==> config.mk <==
export PLATFORM = sky130hd
export DESIGN_NAME = vending_change_dispenser_flat
export DESIGN_NICKNAME = d
export VERILOG_FILES = /design/src/rtl/vending_pkg.sv /design/src/rtl/vending_change_dispenser_if.sv /design/src/rtl/vending_coin_store.sv /design/src/rtl/vending_change_dispenser.sv /design/src/flat_wrapper.sv
export SDC_FILE = /design/constraint.sdc
export NUM_CORES = 1
export LEC_CHECK = 0
export ABC_AREA = 1
export CORE_UTILIZATION = 49
export CTS_CLUSTER_DIAMETER = 40
export CTS_CLUSTER_SIZE = 12
export DETAILED_ROUTE_END_ITERATION = 10
export HOLD_SLACK_MARGIN = 0.12
export PLACE_DENSITY = 0.84
export SYNTH_ARGS = -nofsm -noshare
export SYNTH_HDL_FRONTEND = slang
export SYNTH_SLANG_ARGS = --single-unit
==> constraint.sdc <==
create_clock -name clk -period 1.96 [get_ports clk]
set_input_delay 0.294 -clock clk [delete_from_list [all_inputs] [get_ports clk]]
set_output_delay 0.294 -clock clk [all_outputs]
set_load 0.02 [all_outputs]
==> src/rtl/vending_pkg.sv <==
// rtl/vending_pkg.sv - shared constants and state type for the vending datapath
package vending_pkg;

  localparam int CHANGE_W = 5;

  localparam logic [CHANGE_W-1:0] COIN_TEN  = CHANGE_W'(10);
  localparam logic [CHANGE_W-1:0] COIN_FIVE = CHANGE_W'(5);

  typedef enum logic [1:0] {
    ST_IDLE,
    ST_SELECT,
    ST_WAIT_ACK,
    ST_DONE
  } disp_state_e;

endpackage

==> src/rtl/vending_change_dispenser_if.sv <==
// rtl/vending_change_dispenser_if.sv - request, hopper and inventory signals of the change dispenser
interface vending_change_dispenser_if
  import vending_pkg::*;
#(
  parameter int CNT_W = 4
);

  logic [CHANGE_W-1:0] change;
  logic                change_valid;
  logic                ready;
  logic                coin_ten;
  logic                coin_five;
  logic                coin_ack;
  logic                refill;
  logic                done;
  logic [CHANGE_W-1:0] shortfall;
  logic                err;
  logic [CNT_W-1:0]    tens_left;
  logic [CNT_W-1:0]    fives_left;

  modport slave (
    input  change, change_valid, coin_ack, refill,
    output ready, coin_ten, coin_five, done, shortfall, err, tens_left, fives_left
  );

  modport master (
    output change, change_valid, coin_ack, refill,
    input  ready, coin_ten, coin_five, done, shortfall, err, tens_left, fives_left
  );

endinterface

==> src/rtl/vending_coin_store.sv <==
// rtl/vending_coin_store.sv - 10- and 5-coin inventory down-counters with refill
module vending_coin_store #(
  parameter int INIT_TEN  = 8,
  parameter int INIT_FIVE = 8,
  parameter int CNT_W     = 4
) (
  input  logic             clk,
  input  logic             rst,
  input  logic             refill,
  input  logic             dec_ten,
  input  logic             dec_five,
  output logic [CNT_W-1:0] tens_left,
  output logic [CNT_W-1:0] fives_left,
  output logic             ten_nz,
  output logic             five_nz
);

  logic [CNT_W-1:0] tens_q, tens_d;
  logic [CNT_W-1:0] fives_q, fives_d;

  assign ten_nz     = |tens_q;
  assign five_nz    = |fives_q;
  assign tens_left  = tens_q;
  assign fives_left = fives_q;

  // Decrements are gated by the nonzero flags so an empty tube can never wrap.
  always_comb begin
    tens_d  = tens_q;
    fives_d = fives_q;
    if (refill) begin
      tens_d  = CNT_W'(INIT_TEN);
      fives_d = CNT_W'(INIT_FIVE);
    end else begin
      if (dec_ten && ten_nz)   tens_d  = tens_q - CNT_W'(1);
      if (dec_five && five_nz) fives_d = fives_q - CNT_W'(1);
    end
  end

  always_ff @(posedge clk or negedge rst) begin
    if (!rst) begin
      tens_q  <= CNT_W'(INIT_TEN);
      fives_q <= CNT_W'(INIT_FIVE);
    end else begin
      tens_q  <= tens_d;
      fives_q <= fives_d;
    end
  end

endmodule

==> src/rtl/vending_change_dispenser.sv <==
// rtl/vending_change_dispenser.sv - pays change as 10/5 coins through a per-coin hopper handshake
module vending_change_dispenser
  import vending_pkg::*;
#(
  parameter int INIT_TEN  = 8,
  parameter int INIT_FIVE = 8,
  parameter int CNT_W     = 4
) (
  input logic                       clk,
  input logic                       rst,
  vending_change_dispenser_if.slave bus
);

  disp_state_e         state_q, state_d;
  logic [CHANGE_W-1:0] remaining_q, remaining_d;
  logic [CHANGE_W-1:0] shortfall_q, shortfall_d;
  logic                err_q, err_d;
  logic                sel_ten_q, sel_ten_d;
  logic                dec_ten, dec_five;
  logic                ten_nz, five_nz;
  logic                change_bad;

  assign change_bad = (bus.change % COIN_FIVE) != '0;

  vending_coin_store #(
    .INIT_TEN  (INIT_TEN),
    .INIT_FIVE (INIT_FIVE),
    .CNT_W     (CNT_W)
  ) u_store (
    .clk        (clk),
    .rst        (rst),
    .refill     (bus.refill && (state_q == ST_IDLE)),
    .dec_ten    (dec_ten),
    .dec_five   (dec_five),
    .tens_left  (bus.tens_left),
    .fives_left (bus.fives_left),
    .ten_nz     (ten_nz),
    .five_nz    (five_nz)
  );

  always_comb begin
    state_d     = state_q;
    remaining_d = remaining_q;
    shortfall_d = shortfall_q;
    err_d       = err_q;
    sel_ten_d   = sel_ten_q;
    dec_ten     = 1'b0;
    dec_five    = 1'b0;
    case (state_q)
      ST_IDLE: begin
        if (bus.change_valid) begin
          remaining_d = bus.change;
          shortfall_d = bus.change;
          err_d       = change_bad;
          state_d     = change_bad ? ST_DONE : ST_SELECT;
        end
      end
      ST_SELECT: begin
        // Largest coin first; fall back to fives once tens are exhausted.
        if (remaining_q >= COIN_TEN && ten_nz) begin
          sel_ten_d = 1'b1;
          state_d   = ST_WAIT_ACK;
        end else if (remaining_q >= COIN_FIVE && five_nz) begin
          sel_ten_d = 1'b0;
          state_d   = ST_WAIT_ACK;
        end else begin
          shortfall_d = remaining_q;
          state_d     = ST_DONE;
        end
      end
      ST_WAIT_ACK: begin
        if (bus.coin_ack) begin
          remaining_d = remaining_q - (sel_ten_q ? COIN_TEN : COIN_FIVE);
          dec_ten     = sel_ten_q;
          dec_five    = !sel_ten_q;
          state_d     = ST_SELECT;
        end
      end
      ST_DONE:  state_d = ST_IDLE;
      default:  state_d = ST_IDLE;
    endcase
  end

  always_ff @(posedge clk or negedge rst) begin
    if (!rst) begin
      state_q     <= ST_IDLE;
      remaining_q <= '0;
      shortfall_q <= '0;
      err_q       <= 1'b0;
      sel_ten_q   <= 1'b0;
    end else begin
      state_q     <= state_d;
      remaining_q <= remaining_d;
      shortfall_q <= shortfall_d;
      err_q       <= err_d;
      sel_ten_q   <= sel_ten_d;
    end
  end

  assign bus.ready     = (state_q == ST_IDLE);
  assign bus.coin_ten  = (state_q == ST_WAIT_ACK) && sel_ten_q;
  assign bus.coin_five = (state_q == ST_WAIT_ACK) && !sel_ten_q;
  assign bus.done      = (state_q == ST_DONE);
  assign bus.err       = (state_q == ST_DONE) && err_q;
  assign bus.shortfall = (state_q == ST_DONE) ? shortfall_q : '0;

endmodule

==> src/flat_wrapper.sv <==
// flat-port wrapper written by rule: the top's interface ports become plain ports
module vending_change_dispenser_flat import vending_pkg::*;
#(
  parameter int INIT_TEN  = 8,
  parameter int INIT_FIVE = 8,
  parameter int CNT_W     = 4
)
  (clk, rst, bus_change, bus_change_valid, bus_coin_ack, bus_refill, bus_ready, bus_coin_ten, bus_coin_five, bus_done, bus_shortfall, bus_err, bus_tens_left, bus_fives_left);
  vending_change_dispenser_if #(.CNT_W(CNT_W)) bus_i ();
  input logic clk;
  input logic rst;
  input wire logic [$bits(bus_i.change)-1:0] bus_change;
  input wire logic [$bits(bus_i.change_valid)-1:0] bus_change_valid;
  input wire logic [$bits(bus_i.coin_ack)-1:0] bus_coin_ack;
  input wire logic [$bits(bus_i.refill)-1:0] bus_refill;
  output wire logic [$bits(bus_i.ready)-1:0] bus_ready;
  output wire logic [$bits(bus_i.coin_ten)-1:0] bus_coin_ten;
  output wire logic [$bits(bus_i.coin_five)-1:0] bus_coin_five;
  output wire logic [$bits(bus_i.done)-1:0] bus_done;
  output wire logic [$bits(bus_i.shortfall)-1:0] bus_shortfall;
  output wire logic [$bits(bus_i.err)-1:0] bus_err;
  output wire logic [$bits(bus_i.tens_left)-1:0] bus_tens_left;
  output wire logic [$bits(bus_i.fives_left)-1:0] bus_fives_left;
  assign bus_i.change = bus_change;
  assign bus_i.change_valid = bus_change_valid;
  assign bus_i.coin_ack = bus_coin_ack;
  assign bus_i.refill = bus_refill;
  assign bus_ready = bus_i.ready;
  assign bus_coin_ten = bus_i.coin_ten;
  assign bus_coin_five = bus_i.coin_five;
  assign bus_done = bus_i.done;
  assign bus_shortfall = bus_i.shortfall;
  assign bus_err = bus_i.err;
  assign bus_tens_left = bus_i.tens_left;
  assign bus_fives_left = bus_i.fives_left;
  vending_change_dispenser #(.INIT_TEN(INIT_TEN), .INIT_FIVE(INIT_FIVE), .CNT_W(CNT_W)) u_core (.clk(clk), .rst(rst), .bus(bus_i));
endmodule
==> impl_metrics.toml, run 1 <==
[run_status]
status = "complete, no violations"

[power]
pwr-share-clk_pct = 8.5
power_frac_comb_pct = 62.2
p_sw_mw = 1.47
cellPowerDensity_nw_per_um2 = 1680
cellLeakagePower_nw = 0.965
p_int_mw = 1.54
seqPwrFrac_pct = 29.3
switching_share_pct = 48.9
irDropWorstVdd_uv = 1110
p_total_mw = 3.01

[timing]
drv_slew = 0
clock.fmax_ghz = 0.536
hold_viol = 0
fin_skew_ns = 0.00218
tns_ns = 0
period_share_pct = 95.2
rsz0062_at_grt = "no"
worst_pin_slew_ns = 0.471
period_needed_ns = 1.87
max_slew_margin_pct = 68.6
fin_hold_ws_ns = 0.315
setup_viol = 0

[cts]
cts_max_level = 1
cts.sinks = 22
clockBufferDepth = 2
cts_hold_buf = 0
tritoncts = "yes"
cts_made_buffers = 3
worstSkewPairLatency_ns = 0.31
cts_setup_buffers = 0
cts.reportedPaths.clkPinSlew_ns = 0.12
root_buffer = "clkbuf_4"

[worst_setup_path]
cp_data_required_time_ns = 1.67
crit_fanout = 7
worstPathArrival_ns = 1.57
slowest_delay_ns = 0.59
crit_type = "register to output pin"
rr_startpoint = "u_core.sel_ten_q$_DFFE_PN0P_"
cpMaxStageDelayCell = "clkdlybuf4s50_1"
worstPathCellList = "nand2_2 -> inv_1 -> clkdlybuf4s50_1"
rrSetupSlack_ns = 0.32
ff2ff_path_depth = 9
crit_path_start_kind = "register"
end_kind = "output pin"
worstReg2RegEnd = "u_core.remaining_q[4]$_DFFE_PN0P_"

[min_path]
hold_class = "primary input to asynchronous set/reset pin"

[grt]
track_usage_pct = 21.3
grt_max_degree = 23
grt_pass1_wl_mm = 5.38
grt_pass1_vias = 1228
gr-total-overflow = 0
antenna_found_initial = 0

[job]
maxCapViolations = 0

[yosys]
syn_avg_cell_area_um2 = 7.35
yosysSeqAreaShare_pct = 38.4
ys_types = 24
ys_warn_count = 0
mappedNetlistArea_um2 = 1440
syn_nets = 213
ys_ff_latch = 22
synth_cells = 196

[die]
row_count = 19
fp.dieH_um = 56.2
die_w_um = 56.2
initial_core_util_pct = 51.8
coreArea_um2 = 2780
ios = 28
die_area_um2 = 3160

[placement]
port_buffers = 27
dp_hpwl_mm = 2.38
place_congestion = 0.855
placed_area_um2 = 1750

[route]
drc_errors = 0
routed_wl_mm = 3.06
routed_via_density = 5.31
wl_per_cell_um = 11.9
drtIter0Drc = 66
vias = 1369
drt_first_pass_iters = 4
ant_nets = 0

[cells_and_area]
drive_gt1_share_pct = 9.25
layout_commonest_cell = "nand2_1"
final_cell_mix = "nand2_1 (41), inv_1 (31), nand3_1 (25)"
final_nets = 245
regArea_um2 = 554
syn2layout_area_growth_pct = 24.1
final_cell_area_um2 = 1790
nFillCells = 261
n_antenna_cell = 0
multiInputGateArea_um2 = 751
logic make-up (layout without fill, tap and decap cells):
| kind of cell | count (synthesis) | count (layout) | synth area share, % |
|---|---|---|---|
| compound gates | 27 | 27 | 10.2 |
| buf+inv | 35 | 66 | 9.72 |
| fa+ha+maj | 7 | 7 | 6.60 |
| xor+xnor | 3 | 3 | 1.82 |
| simple gates | 102 | 102 | 33.2 |
| flops | 22 | 22 | 38.4 |
area by class of cell:
| type | instances | share of cell area [%] |
|---|---|---|
| Multi-Input combinational cell | 139 | 42.0 |
| Sequential cell | 22 | 31.0 |
| Timing Repair Buffer | 29 | 15.9 |
| Inverter | 33 | 6.92 |
| Tap cell | 31 | 2.17 |
| Clock buffer | 4 | 2.03 |
flip-flops by register name (all words and copies together) (netlist names):
register	count
u_core.err_q	1
u_core.shortfall_q	5
u_core.sel_ten_q	1
u_core.state_q	2
u_core.u_store.fives_left	4
u_core.u_store.tens_left	4
u_core.remaining_q	5
worst max-delay path: cells and delay by family (launching register included):
| kind | cells | cell delay (ns) |
|---|---|---|
| flip-flops | 1 | 0.47 |
| buffers and inverters | 2 | 0.66 |
| AND/OR/NAND/NOR | 1 | 0.13 |
power groups by stage:
stage                     combinational (mW)  sequential (mW)  clock (mW)
after floorplan                         1.25            0.944           0
after global placement                  1.83            0.873           0
after detailed placement                1.88            0.884           0
after CTS                               1.87            0.877       0.253
after global routing                    2.11            0.912       0.273
final                                   1.87            0.881       0.256
per-stage QoR:
step / util (%) / instances / worst slack (ns)
2_1_floorplan: - / 196 / 0.287
3_3_place_gp: 62.9 / 254 / 0.247
3_5_place_dp: 62.9 / 254 / 0.235
4_1_cts: 64.0 / 258 / 0.00633
5_1_grt: 64.3 / 258 / 0.0426
6_report: 64.3 / 258 / 0.0943
synthesized netlist by cell type (all sizes together):
master,n,area [um2]
nand2,45,186
inv,33,124
nand3,28,155
nor2,21,86.3
dfrtp,20,500
o21ai,16,80.1
ha,6,75.1
nand4,6,37.5
a21oi,5,25.0
o211ai,3,22.5
xor2,3,26.3
buf,2,16.3
dfstp,2,52.6
o22ai,2,12.5
fa,1,20.0
nand3b,1,7.51
o21bai,1,7.51
or2,1,6.26
timing repair:
item / 4_1_cts / 5_1_grt
pin swaps: 0 / 0
setup endpoints to repair: 7 / 4
resized for setup: 7 / 4
worst max-delay path by stage:
stage	from	to	slack, ns	cells past startpoint
floorplan	u_core.sel_ten_q$_DFFE_PN0P_	u_core.remaining_q[4]$_DFFE_PN0P_	0.29	9
global placement	u_core.state_q[1]$_DFFE_PN0P_	bus_err	0.25	3
detailed placement	u_core.state_q[1]$_DFFE_PN0P_	bus_shortfall[2]	0.23	3
CTS	u_core.state_q[0]$_DFFE_PN0P_	bus_coin_ten	0.006	4
finish	u_core.state_q[1]$_DFFE_PN0P_	bus_done	0.09	3
global route	u_core.state_q[1]$_DFFE_PN0P_	bus_done	0.04	3
metal layers:
| layer | vias to the layer above | wire [um] | track usage, % |
|---|---|---|---|
| met1 | 633 | 1450 | 30.3 |
| met4 | 0 | 42 | 8.36 |
| met3 | 5 | 115 | 2.56 |
| met2 | 35 | 1450 | 33.0 |
| li1 | 696 | - | - |
| met5 | - | 0 | 0 |
Note: power is estimated with default switching activity, not from simulation.
==> run 2, diff against run 1 <==
- CELL_PAD_IN_SITES_DETAIL_PLACEMENT: unset -> 2
- CELL_PAD_IN_SITES_GLOBAL_PLACEMENT: unset -> 2
- CORE_UTILIZATION: 49 -> 29
- PLACE_DENSITY: 0.84 -> 0.87
==> run 2 against run 1 <==
Against the previous run:
- via count up 5.2%
- die area up 66%
- core utilization down 25 points
- total power up 10%
- clock-buffer cell count down 1
- non-clock buffer count up 1
- sequential power up 1%
- register-to-register slack worse by 0.03 ns
- final cell count up 14%
- clock skew down 0.00089 ns
- first-iteration DRC count down 30%
- global-route usage down 2.5 points
- highest routed layer unchanged
==> impl_metrics.toml, run 2 (synthesized netlist as in run 1, its figures left out) <==
[die]
die_area_um2 = 5260
ios = 28
fp.dieH_um = 72.5
row_count = 25
coreArea_um2 = 4750
initial_core_util_pct = 30.3
die_w_um = 72.5

[route]
drc_errors = 0
vias = 1440
wl_met3_um = 91
drt_first_pass_iters = 4
highest_layer = "met4"
dr_wl_met2_mm = 2.33
drtIter0Drc = 46
routed_wl_mm = 4.37
wl_met1_mm = 1.90
ant_nets = 0
routed_via_density = 4.88
wl_per_cell_um = 14.8

[cts]
cts.sinks = 22
worstSkewPairLatency_ns = 0.27
cts.reportedPaths.clkPinSlew_ns = 0.09
clockBufferDepth = 2
cts_made_buffers = 3
cts_max_level = 1
tritoncts = "yes"
root_buffer = "clkbuf_8"
cts_setup_buffers = 0

[timing]
setup_viol = 0
worst_pin_slew_ns = 0.469
max_slew_margin_pct = 68.8
tns_ns = 0
clock.fmax_ghz = 0.533
finalWorstSetupSlack_ns = 0.0827
drv_slew = 0
hold_viol = 0
fin_skew_ns = 0.00129
period_share_pct = 95.8
period_needed_ns = 1.88
rsz0062_at_grt = "no"

[placement]
place_congestion = 0.722
port_buffers = 27
place_ws_ns = 0.184
dp_hpwl_mm = 3.41
placed_cells = 291

[cells_and_area]
layout_commonest_cell = "nand2_1"
final_nets = 246
n_antenna_cell = 0
reg.largest.list = "u_core.remaining_q (5), u_core.shortfall_q (5)"
final_cell_mix = "nand2_1 (41), inv_1 (31), nand3_1 (25)"
instances_no_fill = 295
fin_util_pct = 39.4
syn2layout_area_growth_pct = 30.0
drive_gt1_share_pct = 9.65

[worst_setup_path]
crit_fanout = 6
crit_type = "register to output pin"
end_kind = "output pin"
slowest_delay_ns = 0.63
cp_data_required_time_ns = 1.67
worstPathArrival_ns = 1.58
worstPathCellList = "nor2_2 -> clkdlybuf4s50_1"
crit_path_start_kind = "register"
cpMaxStageDelayCell = "clkdlybuf4s50_1"

[grt]
gr-total-overflow = 0
track_usage_pct = 18.7
antenna_found_initial = 0
grt_pass1_wl_mm = 7.34
grt_max_degree = 23
grt_pass1_vias = 1491

[power]
cellPowerDensity_nw_per_um2 = 1770
cellLeakagePower_nw = 0.947
irDropWorstVdd_uv = 408

[run_status]
status = "complete, no violations"

[min_path]
hold_class = "primary input to asynchronous set/reset pin"

[job]
maxCapViolations = 0
-- run 2: changes by cell type in the layout (fill, tap and decap cells not counted), moves of 2 or more --
cell	before	now
clkbuf_8	1	3
clkbuf_4	3	0
dlymetal6s2s_1	3	1
dlygate4sd2_1	6	4
clkdlybuf4s50_1	18	22
-- run 2: power breakdown --
| group | leakage (nW) | internal [mW] | switching, mW |
|---|---|---|---|
| sequential | 0.267 | 0.693 | 0.199 |
| combinational | 0.644 | 0.753 | 1.22 |
| clock | 0.0357 | 0.273 | 0.176 |
| total | 0.947 | 1.72 | 1.60 |
-- run 2: final timing paths --
kind                            depth (start not counted)                                    start                                  endpoint  slack (ns)
worst min register to register                          2  u_core.u_store.tens_left[3]$_DFFE_PN1P_   u_core.u_store.tens_left[3]$_DFFE_PN1P_        0.53
worst max-delay path                                    2            u_core.state_q[1]$_DFFE_PN0P_                                 bus_ready        0.08
worst max register to register                          9             u_core.sel_ten_q$_DFFE_PN0P_         u_core.remaining_q[4]$_DFFE_PN0P_        0.29
max in group asynchronous                               2                                      rst   u_core.u_store.tens_left[3]$_DFFE_PN1P_        1.30
min in group clk                                        2  u_core.u_store.tens_left[3]$_DFFE_PN1P_   u_core.u_store.tens_left[3]$_DFFE_PN1P_        0.53
worst min-delay path                                    2                                      rst  u_core.u_store.fives_left[1]$_DFFE_PN0P_        0.37
-- run 2: what timing repair did --
item,CTS,global route
pin swaps,0,0
hold buffers,0,0
resized for setup,5,2
hold endpoints to repair,0,0
endpoints found under the setup margin,8,5
-- run 2: per-stage QoR --
step                      cell area, um2  total power, mW  hold WS (ns)
after floorplan                     1440             2.19      -0.00159
after global placement              1800             2.78         0.492
after detailed placement            1800             2.90         0.506
after CTS                           1870             3.37         0.389
after global routing                1870             3.64         0.392
final                               1870             3.31         0.373
-- run 2: cell type report --
type	instances	area, um2
multi-input combinational	139	751
clock inverter	1	30.0
fill	582	2880
clock buffer	3	41.3
sequential	22	554
timing repair buffer	30	290
inverter	33	124
tap	67	83.8
-- run 2: worst max-delay path: cells and delay by family, from the launching register on --
kind	cells	cell delay (ns)
AND/OR/NAND/NOR	1	0.20
flip-flops	1	0.48
buffers and inverters	1	0.63
-- run 2: layer usage --
layer	GRT usage [%]	up-vias
li1	-	701
met1	21.9	714
met2	35.4	20
met3	2.92	5
met4	4.58	0
met5	0	-
==> run 3, diff against run 2 <==
- CORE_MARGIN: unset -> 1.5
- SLEW_MARGIN: unset -> 30
==> run 3 against run 2 <==
Against the previous run:
- combinational power about the same
- critical path depth unchanged
- fmax up 0.21%
- routed wire length down 2.8%
- critical endpoint unchanged
- largest power group unchanged
- highest routed layer unchanged
==> impl_metrics.toml, run 3 (synthesized netlist as in run 1, its figures left out) <==
[die]
initial_core_util_pct = 30.3
row_count = 25
fp.dieH_um = 73.5
ios = 28
coreArea_um2 = 4750
die_area_um2 = 5400
die_w_um = 73.5

[cts]
cts_made_buffers = 3
cts.sinks = 22
cts_max_level = 1
clockBufferDepth = 2
worstSkewPairLatency_ns = 0.27
cts_hold_buf = 0
root_buffer = "clkbuf_8"
cts_setup_buffers = 0
tritoncts = "yes"
cts.reportedPaths.clkPinSlew_ns = 0.09

[cells_and_area]
syn2layout_area_growth_pct = 29.1
drive_gt1_share_pct = 10.1
final_nets = 246
final_cell_area_um2 = 1860
fin_util_pct = 39.1
n_antenna_cell = 0
final_cell_mix = "nand2_1 (41), inv_1 (31), nand3_1 (25)"
layout_commonest_cell = "nand2_1"
nFillCells = 584
reg.largest.list = "u_core.remaining_q (5), u_core.shortfall_q (5)"

[grt]
track_usage_pct = 17.8
antenna_found_initial = 0
gr-total-overflow = 0
grt_pass1_wl_mm = 7.41
grt_max_degree = 23
grt_pass1_vias = 1556

[placement]
place_congestion = 0.763
placed_area_um2 = 1800
port_buffers = 27
dp_hpwl_mm = 3.37
place_ws_ns = 0.160

[timing]
finalWorstSetupSlack_ns = 0.0866
fin_skew_ns = 0.00638
setup_viol = 0
period_share_pct = 95.6
hold_viol = 0
max_slew_margin_pct = 69.4
rsz0062_at_grt = "no"
clock.fmax_ghz = 0.534
drv_slew = 0
worst_pin_slew_ns = 0.459
tns_ns = 0
period_needed_ns = 1.87

[route]
wl_per_cell_um = 14.4
ant_nets = 0
drtIter0Drc = 38
routed_wl_mm = 4.24
drt_first_pass_iters = 4
routed_via_density = 4.81
drc_errors = 0
vias = 1419

[worst_setup_path]
worstPathArrival_ns = 1.58
end_kind = "output pin"
rr_startpoint = "u_core.sel_ten_q$_DFFE_PN0P_"
crit_start = "u_core.state_q[1]$_DFFE_PN0P_"
cp_data_required_time_ns = 1.67
crit_type = "register to output pin"
crit_fanout = 6
crit_path_start_kind = "register"

[power]
pwr-share-clk_pct = 11.0
cellLeakagePower_nw = 0.935
cellPowerDensity_nw_per_um2 = 1720
power_frac_comb_pct = 61.2
irDropWorstVdd_uv = 497
p_int_mw = 1.64
seqPwrFrac_pct = 27.8
switching_share_pct = 49.0
p_sw_mw = 1.57

[job]
maxCapViolations = 0

[run_status]
status = "complete, no violations"

[min_path]
hold_class = "primary input to asynchronous set/reset pin"
## run 3: changes by cell type in the layout (fill, tap and decap cells not counted), sizes merged
cell | before | now
dlygate4sd2 | 4 | 3
clkbuf | 3 | 4
bufinv | 1 | 0
clkdlybuf4s50 | 22 | 23
## run 3: worst max-delay path, stage by stage (launching register included)
cell	delay, ns
dfrtp_2	0.47
nor2_2	0.20
clkdlybuf4s50_1	0.63
## run 3: worst paths after layout
kind | endpoint | slack [ns] | cells after the start
min in group clk | u_core.u_store.tens_left[3]$_DFFE_PN1P_ | 0.52 | 2
min reg2reg | u_core.u_store.tens_left[3]$_DFFE_PN1P_ | 0.52 | 2
max reg2reg | u_core.remaining_q[4]$_DFFE_PN0P_ | 0.25 | 9
max | bus_ready | 0.09 | 2
max in group asynchronous | u_core.u_store.tens_left[3]$_DFFE_PN1P_ | 1.31 | 2
min | u_core.u_store.fives_left[1]$_DFFE_PN0P_ | 0.37 | 2
## run 3: metal layers
metal	track usage (%)	vias up	routed length, um
li1	-	703	-
met1	23.3	694	1990
met2	30.9	20	2130
met3	2.88	2	93
met4	3.50	0	33
met5	0	-	0
## run 3: timing repair
item / CTS / global route
resized for setup: 5 / 2
endpoints found under the setup margin: 7 / 5
cloned: 0 / 0
## run 3: per-stage QoR
stage               cells  total power, mW  hold WS, ns
finish                295             3.21        0.369
global route          295             3.54        0.399
CTS                   295             3.26        0.389
detailed placement    291             2.89        0.513
global placement      291             2.79        0.488
floorplan             196             2.19     -0.00159
## run 3: layout make-up
cell class                 instances  area, um2  share of cell area [%]
timing repair buffer              30        292                    15.7
inverter                          33        124                    6.66
tap                               67       83.8                    4.51
clock buffer                       4       55.1                    2.96
multi-input combinational        139        751                    40.3
sequential                        22        556                    29.9
## run 3: power groups by stage
stage	sequential, mW	combinational, mW	clock (mW)
3_3_place_gp	0.880	1.91	0
3_5_place_dp	0.902	1.99	0
4_1_cts	0.897	2.00	0.356
5_1_grt	0.933	2.24	0.367
6_report	0.892	1.96	0.352
2_1_floorplan	0.944	1.25	0
